`config.mk`:
```
export PLATFORM = sky130hd
export DESIGN_NAME = noc_rr_timeout_arbiter
export DESIGN_NICKNAME = d
export VERILOG_FILES = /design/src/rtl/noc_arb_pkg.sv /design/src/rtl/arb_port_timer.sv /design/src/rtl/noc_rr_timeout_arbiter.sv
export SDC_FILE = /design/constraint.sdc
export NUM_CORES = 1
export LEC_CHECK = 0
export ABC_AREA = 1
export CORE_ASPECT_RATIO = 1.5
export CORE_MARGIN = 2
export CORE_UTILIZATION = 54
export DETAILED_ROUTE_END_ITERATION = 10
export PLACE_DENSITY = 0.84
export SYNTH_ARGS = -nofsm -noshare
export SYNTH_HDL_FRONTEND = slang
export SYNTH_SLANG_ARGS = --single-unit
```
`constraint.sdc`:
```
create_clock -name clk -period 5.42 [get_ports clk]
set_clock_uncertainty 0.2 [all_clocks]
set_input_delay 0.542 -clock clk [delete_from_list [all_inputs] [get_ports clk]]
set_output_delay 0.542 -clock clk [all_outputs]
set_load 0.01 [all_outputs]
```
`src/rtl/noc_arb_pkg.sv`:
```
// rtl/noc_arb_pkg.sv - shared types, constants and round-robin search for the output-port arbiter
//   PORT_L..PORT_S : conventional input indices of the 5-port router
//   HEAD_ID_DEF    : default flit_id value that marks a header flit
//   arb_state_t    : IDLE (no owner) / OWN (one input holds the grant)
//   rr_search      : first requester after a start index, wrapping, optionally including the start
package noc_arb_pkg;

  localparam int PORT_L      = 0;
  localparam int PORT_N      = 1;
  localparam int PORT_E      = 2;
  localparam int PORT_W      = 3;
  localparam int PORT_S      = 4;
  localparam int HEAD_ID_DEF = 1;
  localparam int MAX_PORTS   = 32;

  typedef enum logic {
    IDLE = 1'b0,
    OWN  = 1'b1
  } arb_state_t;

  // Returns the index of the first set bit of req visiting s+1, s+2, ... mod n.
  // The start index itself is visited last, and only when incl_self is set.
  // Returns -1 when no eligible requester exists. Scanning from the far end
  // lets the closest hit overwrite the result, giving a fixed-bound loop.
  function automatic int rr_search(input logic [MAX_PORTS-1:0] req, input int s,
                                   input int n, input logic incl_self);
    int idx;
    rr_search = -1;
    for (int k = MAX_PORTS; k >= 1; k--) begin
      idx = (s + k) % n;
      if ((k < n || (k == n && incl_self)) && req[idx[4:0]])
        rr_search = idx;
    end
  endfunction

endpackage

```
`src/rtl/arb_port_timer.sv`:
```
// rtl/arb_port_timer.sv - per-input tenure limit latch, tenure counter and time-up flag
//   clk      in  clock, rising edge
//   rst      in  asynchronous active-low reset
//   flit_id  in  this input's flit id; HEAD_ID latches a new limit
//   length   in  tenure limit in cycles (0 = unlimited)
//   owner    in  this input currently holds the registered grant
//   timesup  out tenure ends at the coming edge
module arb_port_timer #(
  parameter int LEN_W   = 12,
  parameter int FID_W   = 3,
  parameter int HEAD_ID = 1
) (
  input  logic             clk,
  input  logic             rst,
  input  logic [FID_W-1:0] flit_id,
  input  logic [LEN_W-1:0] length,
  input  logic             owner,
  output logic             timesup
);

  logic [LEN_W-1:0] limit_q;
  logic [LEN_W-1:0] count_q;
  logic [LEN_W:0]   count_inc;

  always_ff @(posedge clk or negedge rst) begin
    if (!rst) begin
      limit_q <= '0;
      count_q <= '0;
    end else begin
      if (flit_id == FID_W'(HEAD_ID))
        limit_q <= length;
      if (!owner)
        count_q <= '0;
      else if (count_q != '1)
        count_q <= count_q + LEN_W'(1);
    end
  end

  // One extra bit so count+1 cannot wrap at the top of the counter range.
  assign count_inc = {1'b0, count_q} + (LEN_W + 1)'(1);
  assign timesup   = (limit_q != '0) && (count_inc >= {1'b0, limit_q});

endmodule

```
`src/rtl/noc_rr_timeout_arbiter.sv`:
```
// rtl/noc_rr_timeout_arbiter.sv - round-robin output-port arbiter with per-input grant-tenure timeout
//   Build option: ARB_TIMEOUT_EN enables the per-input tenure timers.
//   clk       in  clock, rising edge
//   rst       in  asynchronous active-low reset
//   flit_id   in  per-input flit id, input i at [i*FID_W +: FID_W]
//   length    in  per-input tenure limit, input i at [i*LEN_W +: LEN_W]
//   req       in  per-input request
//   grant     out registered one-hot grant, zero when idle
//   grant_id  out index of granted input, zero when idle
//   busy      out any grant active
module noc_rr_timeout_arbiter
  import noc_arb_pkg::*;
#(
  parameter int NPORTS  = 5,
  parameter int LEN_W   = 12,
  parameter int FID_W   = 3,
  parameter int HEAD_ID = HEAD_ID_DEF,
  localparam int PW     = $clog2(NPORTS)
) (
  input  logic                    clk,
  input  logic                    rst,
  input  logic [NPORTS*FID_W-1:0] flit_id,
  input  logic [NPORTS*LEN_W-1:0] length,
  input  logic [NPORTS-1:0]       req,
  output logic [NPORTS-1:0]       grant,
  output logic [PW-1:0]           grant_id,
  output logic                    busy
);

  arb_state_t            state, state_n;
  logic [PW-1:0]         ptr, ptr_n;
  logic [NPORTS-1:0]     grant_n;
  logic [PW-1:0]         grant_id_n;
  logic [NPORTS-1:0]     timesup;
  logic [MAX_PORTS-1:0]  req_ext;
  logic                  hold;
  int                    found;

`ifdef ARB_TIMEOUT_EN
  for (genvar i = 0; i < NPORTS; i++) begin : g_timer
    arb_port_timer #(
      .LEN_W   (LEN_W),
      .FID_W   (FID_W),
      .HEAD_ID (HEAD_ID)
    ) u_timer (
      .clk     (clk),
      .rst     (rst),
      .flit_id (flit_id[i*FID_W +: FID_W]),
      .length  (length[i*LEN_W +: LEN_W]),
      .owner   (grant[i]),
      .timesup (timesup[i])
    );
  end
`else
  // Without timers the owner keeps the grant for as long as it requests.
  logic unused_cfg;
  assign unused_cfg = ^{flit_id, length};
  assign timesup    = '0;
`endif

  always_ff @(posedge clk or negedge rst) begin
    if (!rst) begin
      state    <= IDLE;
      grant    <= '0;
      grant_id <= '0;
      ptr      <= PW'(NPORTS - 1);
    end else begin
      state    <= state_n;
      grant    <= grant_n;
      grant_id <= grant_id_n;
      ptr      <= ptr_n;
    end
  end

  always_comb begin
    state_n    = state;
    grant_n    = grant;
    grant_id_n = grant_id;
    ptr_n      = ptr;
    hold       = 1'b0;
    found      = -1;
    req_ext    = '0;
    req_ext[NPORTS-1:0] = req;

    case (state)
      IDLE: begin
        if (|req) begin
          found      = rr_search(req_ext, int'(ptr), NPORTS, 1'b1);
          state_n    = OWN;
          grant_n    = {{(NPORTS-1){1'b0}}, 1'b1} << found[PW-1:0];
          grant_id_n = found[PW-1:0];
          ptr_n      = found[PW-1:0];
        end
      end
      OWN: begin
        hold = req[grant_id] && !timesup[grant_id];
        if (!hold) begin
          // The releasing owner is excluded so others are served first;
          // it can only come back through IDLE.
          found = rr_search(req_ext, int'(grant_id), NPORTS, 1'b0);
          if (found >= 0) begin
            grant_n    = {{(NPORTS-1){1'b0}}, 1'b1} << found[PW-1:0];
            grant_id_n = found[PW-1:0];
            ptr_n      = found[PW-1:0];
          end else begin
            state_n    = IDLE;
            grant_n    = '0;
            grant_id_n = '0;
          end
        end
      end
      default: begin
        state_n    = IDLE;
        grant_n    = '0;
        grant_id_n = '0;
      end
    endcase
  end

  assign busy = |grant;

endmodule

```
Word level (Yosys, flattened, before mapping)
Memory sizes are Yosys's and may differ from the RTL's.
Cells that the tools add are included.
W data, S select, Z words.
{"block": "word_totals", "reg_bits": 12, "romBits": 8, "input_bits": 82, "out_inout_bits": 9, "wordCells": 95, "memories": 1}
{"memory": "(no name shown)", "depth": 8, "word_bits": 1, "read_ports": 1, "rd_ports_with_merged_regs": 0, "wr": 0, "line": "noc_rr_timeout_arbiter.sv:96", "rtl": "hold = req[grant_id] && !timesup[grant_id];"}
{"block": "op_classes", "add_sub_neg": 9, "div": 9, "magnitude_cmp": 11, "eq_ne": 3, "shifts": 2, "muxes": 49, "n_bitwise": 1, "n_reduce_logical": 6}
{"operator": "$mod A32 B4 Y32 const B", "count": 9}
{"operator": "$mux W32", "count": 6}
{"operator": "$lt A5 B6 Y1 const B", "count": 9}
{"operator": "$bmux W1 S5", "count": 9}
{"operator": "$mux W3", "count": 12}
{"operator": "$ge A32 B1 Y1 const B", "count": 1}
{"operator": "$add A3 B2 Y4 const B", "count": 4}
{"operator": "$mux W5", "count": 3}
{"operator": "$mux W1", "count": 14}
{"operator": "$add A3 B3 Y4 const B", "count": 3}
{"operator": "$pmux W3 S2", "count": 2}
{"operator": "$pmux W5 S2", "count": 1}
{"operator": "$reduce_or A5 Y1", "count": 2}
{"operator": "$shl A1 B3 Y5 const A", "count": 2}
{"operator": "$add A3 B1 Y4 const B", "count": 2}
{"operator": "$lt A3 B4 Y1 const B", "count": 1}
{"operator": "$ne A2 B2 Y1 const B", "count": 2}
{"operator": "$bmux W1 S3", "count": 1}
{"operator": "$reduce_and A3 Y1", "count": 1}
{"operator": "$ne A2 B1 Y1 const B", "count": 1}
{"operator": "$pmux W1 S2", "count": 1}
{"operator": "$reduce_and A2 Y1", "count": 1}
{"operator": "$logic_and A1 B1 Y1", "count": 1}
{"operator": "$logic_not A1 Y1", "count": 1}
{"operator": "$not A1 Y1", "count": 1}

Depth between registers and ports, before layout
Gate-level depths: netlist of the first run.
{"block": "depth", "ltp_word": 14, "mapped_depth": 35, "mapped_depth_nobuf": 34}

Worst setup path after synthesis of the first run
OpenSTA, ideal clock, no wires.
{"block": "synth_path", "kind": "register to register", "start": "register ptr[0]", "end": "register grant_id[0]", "setup_ns": 0.126, "arrival_ns": 3.769, "t_required_ns": 5.094, "slack_ns": 1.325, "stages_incl_launch_ff": 28, "n_path_buf": 1, "synth_period_minus_slack_ns": 4.095, "cell_sequence": "dfrtp_1 > inv_1 > buf_6 > ha_1 > inv_2 > ha_1 > nor2_1 > nand3_1 > nand2_2 > xor2_1 > ha_1 > inv_1 > nand3_1 > nand2_2 > nor2_2 > nand3_1 > nand2_2 > nand3_2 > a21oi_4 > nand3_1 > nand2_1 > inv_1 > nand2_1 > nand2_1 > nand2_2 > nor2_1 > o21ai_1 > o21ai_1"}
{"block": "synth_via", "elab_chain_cells": 13, "word_cells_on_any_way": 29, "cone_classes": "add/sub: 5; div: 5; mux: 19"}
{"item": "start, declared", "line": "noc_rr_timeout_arbiter.sv:31", "rtl": "logic [PW-1:0] ptr, ptr_n;"}
{"item": "start signal, assigned", "line": "noc_rr_timeout_arbiter.sv:66", "rtl": "ptr <= PW'(NPORTS - 1);"}
{"item": "start signal, assigned", "line": "noc_rr_timeout_arbiter.sv:71", "rtl": "ptr <= ptr_n;"}
{"item": "$add A3 B3 Y4", "line": "noc_arb_pkg.sv:30", "rtl": "idx = (s + k) % n;"}
{"item": "$mod A32 B4 Y32", "line": "noc_arb_pkg.sv:30"}
{"item": "$bmux W1 S5", "line": "noc_arb_pkg.sv:31", "rtl": "if ((k < n || (k == n && incl_self)) && req[idx[4:0]])"}
{"item": "$mux W1 (not written as such)", "line": "noc_arb_pkg.sv:31"}
{"item": "$mux W3 (4 in series)", "line": "noc_arb_pkg.sv:31"}
{"item": "$mux W3 (*)", "line": "noc_arb_pkg.sv:31"}
{"item": "$mux W3 (*)", "line": "noc_rr_timeout_arbiter.sv:87", "rtl": "if (|req) begin"}
{"item": "$mux W3 (*)", "line": "noc_rr_timeout_arbiter.sv:85", "rtl": "case (state)"}
{"item": "$mux W3 (*)", "line": "noc_rr_timeout_arbiter.sv:87"}
{"item": "$pmux W3 S2 (*)", "line": "noc_rr_timeout_arbiter.sv:85"}
{"item": "end signal, assigned", "line": "noc_rr_timeout_arbiter.sv:70", "rtl": "grant_id <= grant_id_n;"}
{"item": "end, declared", "line": "noc_rr_timeout_arbiter.sv:26", "rtl": "output logic [PW-1:0] grant_id,"}
Every way passes the cells marked *; elsewhere a longest branch is shown, timed or not. The select of a mux whose other input is x is not followed.
A chain may end at the register's enable or synchronous reset.

Worst setup path in the final report of the first run
{"block": "layout_path", "start": "register ptr[1]", "end": "register grant_id[0]"}
The elaborated chain is that of the path after synthesis.

==> results of run 1 <==
## path summary, 6_finish.rpt
| path | depth (start not counted) | slack (ns) | endpoint |
|---|---|---|---|
| worst max-delay path | 26 | 0.72 | grant_id[0]$_DFFE_PN0P_ |
| worst max register to register | 26 | 0.72 | grant_id[0]$_DFFE_PN0P_ |
| worst min-delay path | 2 | 0.31 | grant[2]$_DFFE_PN0P_ |
| worst min register to register | 2 | 0.31 | grant[2]$_DFFE_PN0P_ |
| max in group asynchronous | 1 | 4.20 | ptr[2]$_DFFE_PN1P_ |
| min in group asynchronous | 1 | 0.45 | grant[2]$_DFFE_PN0P_ |
## cell type report
cell class | instances | share of cell area, %
Timing Repair Buffer | 19 | 3.910
Sequential cell | 12 | 6.544
Multi-Input combinational cell | 589 | 75.89
Inverter | 112 | 9.177
Clock buffer | 4 | 1.711
Tap cell | 102 | 2.769
## kinds of logic (layout without fill, tap and decap cells)
logic type / after synthesis / after routing / share of synthesized area [%]
xor+xnor: 20 / 20 / 4.881
fa+ha+maj: 49 / 49 / 14.49
compound gates: 87 / 87 / 13.30
buf+inv: 120 / 135 / 11.28
simple gates: 433 / 433 / 49.01
flops: 12 / 12 / 7.043
## sequential cells by signal, summed over array words and instances (netlist names)
name and flops:
grant_id 3, grant 5, ptr 3, state 1
## critical path, cell delays in order (launching register included)
cell      delay (ns)
dfrtp_1         0.47
inv_1           0.25
ha_1            0.54
inv_2           0.19
ha_1            0.25
nor2_1          0.16
nand3_1         0.14
nand2_2         0.11
xor2_1          0.30
ha_1            0.20
inv_1           0.05
nand3_1         0.12
nand4_1         0.23
nand2_1         0.19
nand2_2         0.08
nand2_1         0.06
nand3b_1        0.08
nand3_1         0.14
nand3_1         0.10
nand2_1         0.07
inv_1           0.04
nand2_1         0.08
nand2_1         0.06
nand2_2         0.09
nor2_1          0.05
o21ai_1         0.18
o21ai_1         0.10
## stage by stage
step                worst slack (ns)  utilization (%)
floorplan                      1.325                -
global placement              0.8757            59.12
CTS                           0.7417            60.15
detailed placement            0.7624            59.12
finish                        0.7150            60.15
global route                  0.1853            60.15
## per-layer routing
| metal | vias to the layer above | global-route usage (%) |
|---|---|---|
| li1 | 2343 | - |
| met1 | 2147 | 25.39 |
| met2 | 134 | 49.82 |
| met3 | 49 | 1.675 |
| met4 | 0 | 14.30 |
| met5 | - | 0 |
## layout by cell type (no fill, tap or decap), types with 7 or more instances in the layout
master,n
nand2_1,209
inv_1,99
nand3_1,91
ha_1,48
nor2_1,47
nand2_2,28
o21ai_0,22
a21oi_1,18
xor2_1,15
clkdlybuf4s50_1,15
o21ai_1,13
nand4_1,13
nand2_4,12
o21ai_2,11
dfrtp_1,11
inv_2,10
nand3_2,10
o211ai_1,7
==> flow_metrics.py, run 1 <==
metrics = {
    "outcome": {
        "status": "finished, final reports clean",
    },
    "routing": {
        "first_pass_iters": 5,
        "routed.top_layer": "met4",
        "viasPerCell": 5.576,
        "totalWireLength_um": 11020,
        "dr_wl_met3_um": 363,
        "wl_per_cell_um": 13.15,
        "drc": 0,
        "met1_length_um": 4164,
        "detail-route-antenna-nets": 0,
        "wl_met2_um": 6001,
        "vias": 4673,
        "drt_iter0_drc": 271,
    },
    "global_route": {
        "grt_pass1_wl_um": 18560,
        "grt_max_degree": 20,
        "antenna_found_initial": 0,
        "grt_pass1_vias": 4493,
        "track_usage_pct": 25.15,
        "gr-total-overflow": 0,
    },
    "clock_tree": {
        "numCtsBuffers": 3,
        "cts.sinks": 12,
        "cts.reportedPaths.clkPinSlew_ns": 0.04,
        "htree_levels": 1,
        "cts_repair_resize_count": 0,
        "postCtsSetupBuffers": 0,
        "cts_hold_buf": 0,
        "cts_root_buf": "clkbuf_16",
        "cts_tree": "yes",
        "clock_path_buffers": 2,
        "clk_latency_ns": 0.24,
    },
    "critical_path": {
        "worstSetupPathType": "flop to flop",
        "crit_fanout": 9,
        "crit_path_start_kind": "flop",
        "regToRegStartpoint": "ptr[1]$_DFFE_PN0P_",
        "end_kind": "flop",
        "required_ns": 5.31,
        "crit_start": "ptr[1]$_DFFE_PN0P_",
        "worstPathArrival_ns": 4.60,
    },
    "synth": {
        "ys_seq_area_share_pct": 7.043,
        "netlist.top_cell.by_area": "nand2_1",
        "synth-edff-count": 0,
        "synthTopCellsByCount": "nand2_1 (209), inv_1 (99), nand3_1 (91)",
        "ys_warn_count": 0,
        "synth-async-reset-ratio_pct": 100.0,
        "ys_ff_latch": 12,
        "syn_area_um2": 4282,
        "yosysMostFrequentCell": "nand2_1",
        "synth_ff_type": "dfrtp_1",
        "synth_area_leaders": "nand2_1 (18%), ha_1 (14%), nand3_1 (11%), inv_1 (8.7%), dfrtp_1 (6.4%)",
        "synthCells": 721,
        "synth.distinct_cells": 53,
        "syn_area_per_cell_um2": 5.938,
        "syn-num-nets": 852,
        "synth_top_area_share_pct": 18.32,
    },
    "layout": {
        "finalNonFillerCells": 838,
        "fin_area_um2": 4608,
        "drive_gt1_share_pct": 14.27,
        "finalNetCount": 868,
        "fillers": 759,
        "layout-area-overhead-vs-synth_pct": 7.627,
        "multi_input_area_um2": 3497,
        "seq_area_um2": 301.5,
        "diodes": 0,
    },
    "timing": {
        "rsz0062_at_grt": "false",
        "fin_crit_sh_pct": 86.81,
        "slew_violations": 0,
        "min_period_ns": 4.705,
        "slew_headroom_pct": 53.43,
        "tightest_slew_ns": 0.6960,
        "holdWs_ns": 0.3101,
        "hold_violations": 0,
        "final-setup-viol-count": 0,
        "fmax_ghz": 0.2125,
        "fin_tns_setup_ns": 0,
    },
    "place": {
        "placed_cell_area_um2": 4529,
        "place.gp.congestion": 0.9630,
        "dpl.cell_count": 834,
        "place_hpwl_um": 8925,
        "portBuffers": 15,
    },
    "hold_path": {
        "worstHoldStart": "grant[2]$_DFFE_PN0P_",
        "hold_path.class": "flop to flop",
    },
    "die": {
        "ios": 91,
        "num_rows": 39,
        "start_util_pct": 55.89,
        "coreArea_um2": 7661,
        "die_x_um": 76.71,
        "dieArea_um2": 8672,
        "die_y_um": 113.1,
    },
    "job": {
        "cap_violations": 0,
    },
}
Power of run 1 is not shown: default switching activity piles up to over one toggle a cycle in this logic, so the estimate is an artifact.
==> run 2: changes to the inputs <==
--- a/config.mk
+++ b/config.mk
@@ -9,7 +9,9 @@
 export CORE_ASPECT_RATIO = 1.5
 export CORE_MARGIN = 2
 export CORE_UTILIZATION = 54
+export CTS_BUF_LIST = sky130_fd_sc_hd__clkbuf_2
 export DETAILED_ROUTE_END_ITERATION = 10
+export HOLD_SLACK_MARGIN = 0.15
 export PLACE_DENSITY = 0.84
 export SYNTH_ARGS = -nofsm -noshare
 export SYNTH_HDL_FRONTEND = slang
==> flow_metrics.py, run 2 (synthesis gave the netlist of run 1 again) <==
metrics = {
    "timing": {
        "final-setup-viol-count": 0,
        "hold_violations": 0,
        "rsz0062_at_grt": "false",
        "fin_tns_setup_ns": 0,
        "min_period_ns": 4.695,
        "fin_crit_sh_pct": 86.62,
        "worst_slack_ns": 0.7252,
        "fmax_ghz": 0.2130,
        "slew_headroom_pct": 54.02,
        "slew_violations": 0,
        "tightest_slew_ns": 0.6872,
    },
    "clock_tree": {
        "cts_root_buf": "clkbuf_2",
        "numCtsBuffers": 3,
        "postCtsSetupBuffers": 0,
        "clk_latency_ns": 0.26,
        "cts_tree": "yes",
        "cts_hold_buf": 0,
        "cts_repair_resize_count": 0,
        "cts.reportedPaths.clkPinSlew_ns": 0.12,
        "htree_levels": 1,
        "clock_path_buffers": 2,
        "cts.sinks": 12,
    },
    "routing": {
        "drc": 0,
        "first_pass_iters": 5,
        "wl_per_cell_um": 13.00,
        "detail-route-antenna-nets": 0,
        "viasPerCell": 5.581,
        "drt_iter0_drc": 284,
        "vias": 4677,
        "totalWireLength_um": 10900,
    },
    "global_route": {
        "grt_pass1_wl_um": 18360,
        "antenna_found_initial": 0,
        "use_met1_pct": 24.77,
        "use_met2_pct": 49.12,
        "track_usage_pct": 24.77,
        "gr-total-overflow": 0,
        "grtUsageMet3_pct": 1.754,
        "grt_max_degree": 20,
        "grt-busiest-layer": "met2",
        "grt_pass1_vias": 4521,
    },
    "critical_path": {
        "worstPathArrival_ns": 4.69,
        "worstSetupPathType": "flop to flop",
        "cpMaxStageDelayCell": "ha_1",
        "critical_path.max_stage_delay_ns": 0.54,
        "required_ns": 5.41,
        "crit_path_start_kind": "flop",
        "end_kind": "flop",
        "crit_fanout": 9,
    },
    "layout": {
        "layout-area-overhead-vs-synth_pct": 6.254,
        "finalNonFillerCells": 838,
        "top_regs": "grant (5), grant_id (3), ptr (3)",
        "layout_commonest_cell": "nand2_1",
        "diodes": 0,
        "finalNetCount": 868,
        "fin_util_pct": 59.38,
        "seq_area_um2": 301.5,
        "drive_gt1_share_pct": 14.40,
        "largest_reg_flops": 5,
        "fillers": 771,
        "largest_register": "grant",
        "multi_input_area_um2": 3497,
        "layout_common_cells": "nand2_1 (209), inv_1 (99), nand3_1 (91)",
    },
    "die": {
        "die_y_um": 113.1,
        "dieArea_um2": 8672,
        "num_rows": 39,
        "ios": 91,
        "die_x_um": 76.71,
        "start_util_pct": 55.89,
        "coreArea_um2": 7661,
    },
    "place": {
        "place_hpwl_um": 8925,
        "portBuffers": 15,
        "place.gp.congestion": 0.9630,
        "dpl.cell_count": 834,
        "dp_slack_ns": 0.7624,
    },
    "job": {
        "cap_violations": 0,
    },
    "hold_path": {
        "hold_path.class": "flop to flop",
    },
    "outcome": {
        "status": "finished, final reports clean",
    },
}
run 2: changes by cell type in the layout (fill, tap and decap cells not counted):
cell	change
clkbuf_2	+4
clkbuf_16	-3
clkbuf_1	-1
run 2: final timing paths:
path                                      start                    to  slack (ns)  depth (start not counted)
hold reg to reg            grant[0]$_DFFE_PN0P_  grant[0]$_DFFE_PN0P_        0.34                          2
max in group asynchronous                   rst    ptr[2]$_DFFE_PN1P_        4.22                          1
setup / recovery             ptr[1]$_DFFE_PN0P_  grant[3]$_DFFE_PN0P_        0.73                         27
setup reg to reg             ptr[1]$_DFFE_PN0P_  grant[3]$_DFFE_PN0P_        0.73                         27
hold / removal             grant[0]$_DFFE_PN0P_  grant[0]$_DFFE_PN0P_        0.34                          2
min in group asynchronous                   rst  grant[2]$_DFFE_PN0P_        0.42                          1
run 2: final cells by class:
class	instances	share of cell area (%)
Tap cell	102	2.805
Sequential cell	12	6.628
Inverter	112	9.296
Clock buffer	4	0.4400
Timing Repair Buffer	19	3.960
Multi-Input combinational cell	589	76.87
run 2: stage by stage:
step	hold slack [ns]	instance area [um2]
finish	0.3357	4549
global route	0.3573	4549
CTS	0.3379	4549
detailed placement	0.3046	4529
global placement	0.2901	4529
floorplan	0.04641	4282
run 2: critical path: cells and delay by family (launching register included):
kind / cells / cell delay, ns
AND/OR/NAND/NOR: 18 / 1.86
adder cells (fa/ha/maj): 3 / 0.99
buffers and inverters: 4 / 0.54
flip-flops: 1 / 0.49
XOR/XNOR: 1 / 0.30
AO/OA/AOI/OAI: 1 / 0.23
run 2: routing by layer:
| layer | share of wire (%) | vias up | wire length (um) |
|---|---|---|---|
| met5 | 0 | - | 0 |
| met2 | 54 | 135 | 5912 |
| met4 | 4.4 | 0 | 480 |
| li1 | - | 2345 | - |
| met3 | 3.1 | 44 | 342 |
| met1 | 38 | 2153 | 4162 |
Power of run 2 is left out for the same reason.
==> run 3: changes to the inputs <==
--- a/config.mk
+++ b/config.mk
@@ -9,10 +9,11 @@
 export CORE_ASPECT_RATIO = 1.5
 export CORE_MARGIN = 2
 export CORE_UTILIZATION = 54
-export CTS_BUF_LIST = sky130_fd_sc_hd__clkbuf_2
+export CTS_BUF_LIST = sky130_fd_sc_hd__clkbuf_8
 export DETAILED_ROUTE_END_ITERATION = 10
 export HOLD_SLACK_MARGIN = 0.15
 export PLACE_DENSITY = 0.84
 export SYNTH_ARGS = -nofsm -noshare
 export SYNTH_HDL_FRONTEND = slang
 export SYNTH_SLANG_ARGS = --single-unit
+export TNS_END_PERCENT = 20
==> flow_metrics.py, run 3 (synthesis gave the netlist of run 1 again) <==
metrics = {
    "clock_tree": {
        "clock_path_buffers": 2,
        "cts_root_buf": "clkbuf_8",
        "cts_tree": "yes",
        "cts.sinks": 12,
        "cts_hold_buf": 0,
        "htree_levels": 1,
        "postCtsSetupBuffers": 0,
        "cts_repair_resize_count": 0,
        "clk_latency_ns": 0.24,
        "numCtsBuffers": 3,
        "cts.reportedPaths.clkPinSlew_ns": 0.05,
    },
    "critical_path": {
        "worstSetupPathType": "flop to flop",
        "worstPathArrival_ns": 4.69,
        "critical_path.max_stage_delay_ns": 0.54,
        "end_kind": "flop",
        "cpMaxStageDelayCell": "ha_1",
        "path_delay_family": "simple AND/OR/NAND/NOR gates",
        "required_ns": 5.40,
        "crit_fanout": 9,
        "crit_path_start_kind": "flop",
        "critPathBufInv": 4,
    },
    "layout": {
        "top_regs": "grant (5), grant_id (3), ptr (3)",
        "layout-area-overhead-vs-synth_pct": 6.838,
        "drive_gt1_share_pct": 14.27,
        "finalNonFillerCells": 838,
        "fin_util_pct": 59.71,
        "layout_common_cells": "nand2_1 (209), inv_1 (100), nand3_1 (91)",
        "finalNetCount": 868,
        "layout_commonest_cell": "nand2_1",
        "largest_reg_flops": 5,
        "largest_register": "grant",
        "diodes": 0,
    },
    "global_route": {
        "grt_pass1_vias": 4510,
        "gr-total-overflow": 0,
        "grt_pass1_wl_um": 18470,
        "track_usage_pct": 24.99,
        "antenna_found_initial": 0,
        "grt_max_degree": 20,
    },
    "routing": {
        "viasPerCell": 5.598,
        "detail-route-antenna-nets": 0,
        "totalWireLength_um": 10910,
        "drt_iter0_drc": 326,
        "drc": 0,
        "vias": 4691,
        "first_pass_iters": 7,
        "wl_per_cell_um": 13.01,
    },
    "die": {
        "ios": 91,
        "coreArea_um2": 7661,
        "num_rows": 39,
        "die_y_um": 113.1,
        "die_x_um": 76.71,
        "dieArea_um2": 8672,
        "start_util_pct": 55.89,
    },
    "timing": {
        "fin_crit_sh_pct": 86.97,
        "hold_violations": 0,
        "worst_slack_ns": 0.7060,
        "tightest_slew_ns": 0.6963,
        "final-setup-viol-count": 0,
        "rsz0062_at_grt": "false",
        "fin_tns_setup_ns": 0,
        "fmax_ghz": 0.2121,
        "slew_violations": 0,
        "slew_headroom_pct": 53.41,
        "min_period_ns": 4.714,
    },
    "place": {
        "portBuffers": 15,
        "place.gp.congestion": 0.9630,
        "place_hpwl_um": 8925,
        "dp_slack_ns": 0.7624,
        "dpl.cell_count": 834,
    },
    "outcome": {
        "status": "finished, final reports clean",
    },
    "job": {
        "cap_violations": 0,
    },
    "hold_path": {
        "hold_path.class": "flop to flop",
    },
}
run 3: cell types whose count changed in the layout (fill, tap and decap cells not counted), sizes merged:
cell,delta
clkbuf,-1
inv,+1
run 3: final timing paths:
check | start | endpoint | cells past startpoint | slack, ns
max in group asynchronous | rst | ptr[2]$_DFFE_PN1P_ | 1 | 4.21
min | grant[2]$_DFFE_PN0P_ | grant[2]$_DFFE_PN0P_ | 2 | 0.31
min reg2reg | grant[2]$_DFFE_PN0P_ | grant[2]$_DFFE_PN0P_ | 2 | 0.31
min in group asynchronous | rst | grant[2]$_DFFE_PN0P_ | 1 | 0.45
max | ptr[1]$_DFFE_PN0P_ | grant[3]$_DFFE_PN0P_ | 27 | 0.71
max reg2reg | ptr[1]$_DFFE_PN0P_ | grant[3]$_DFFE_PN0P_ | 27 | 0.71
run 3: worst reg2reg max path: stages, from the launching register on:
cell      delay, ns
dfrtp_1        0.47
inv_1          0.25
ha_1           0.55
inv_2          0.19
ha_1           0.25
nor2_1         0.16
nand3_1        0.14
nand2_2        0.11
xor2_1         0.30
ha_1           0.20
inv_1          0.05
nand3_1        0.12
nand2_2        0.09
nor2_2         0.15
nand3_1        0.14
nand2_2        0.13
nand2_1        0.05
nand3b_1       0.09
nand3_1        0.14
nand3_1        0.11
nand2_1        0.05
inv_1          0.05
nand2_1        0.07
a21boi_0       0.23
nand3_1        0.12
nand2_1        0.10
nand2_1        0.06
nand2_1        0.08
run 3: routing by layer:
layer | up-vias | global-route usage [%] | share of wire (%)
li1 | 2343 | - | -
met3 | 52 | 1.754 | 3.2
met1 | 2157 | 25.16 | 38
met5 | - | 0 | 0
met4 | 0 | 14.30 | 5.2
met2 | 139 | 49.47 | 54
run 3: stage by stage:
step	cell area [um2]	hold slack [ns]
after global routing	4574	0.3409
after detailed placement	4529	0.3046
after floorplan	4282	0.04641
after global placement	4529	0.2901
final	4574	0.3149
after CTS	4574	0.3226
run 3: final cells by class:
class                           instances  area [um2]
Clock buffer                            3       41.29
Clock inverter                          1       3.754
Fill cell                             767        3087
Inverter                              112       422.9
Multi-Input combinational cell        589        3497
Sequential cell                        12       301.5
Tap cell                              102       127.6
Timing Repair Buffer                   19       180.2
Power of run 3 is left out for the same reason.
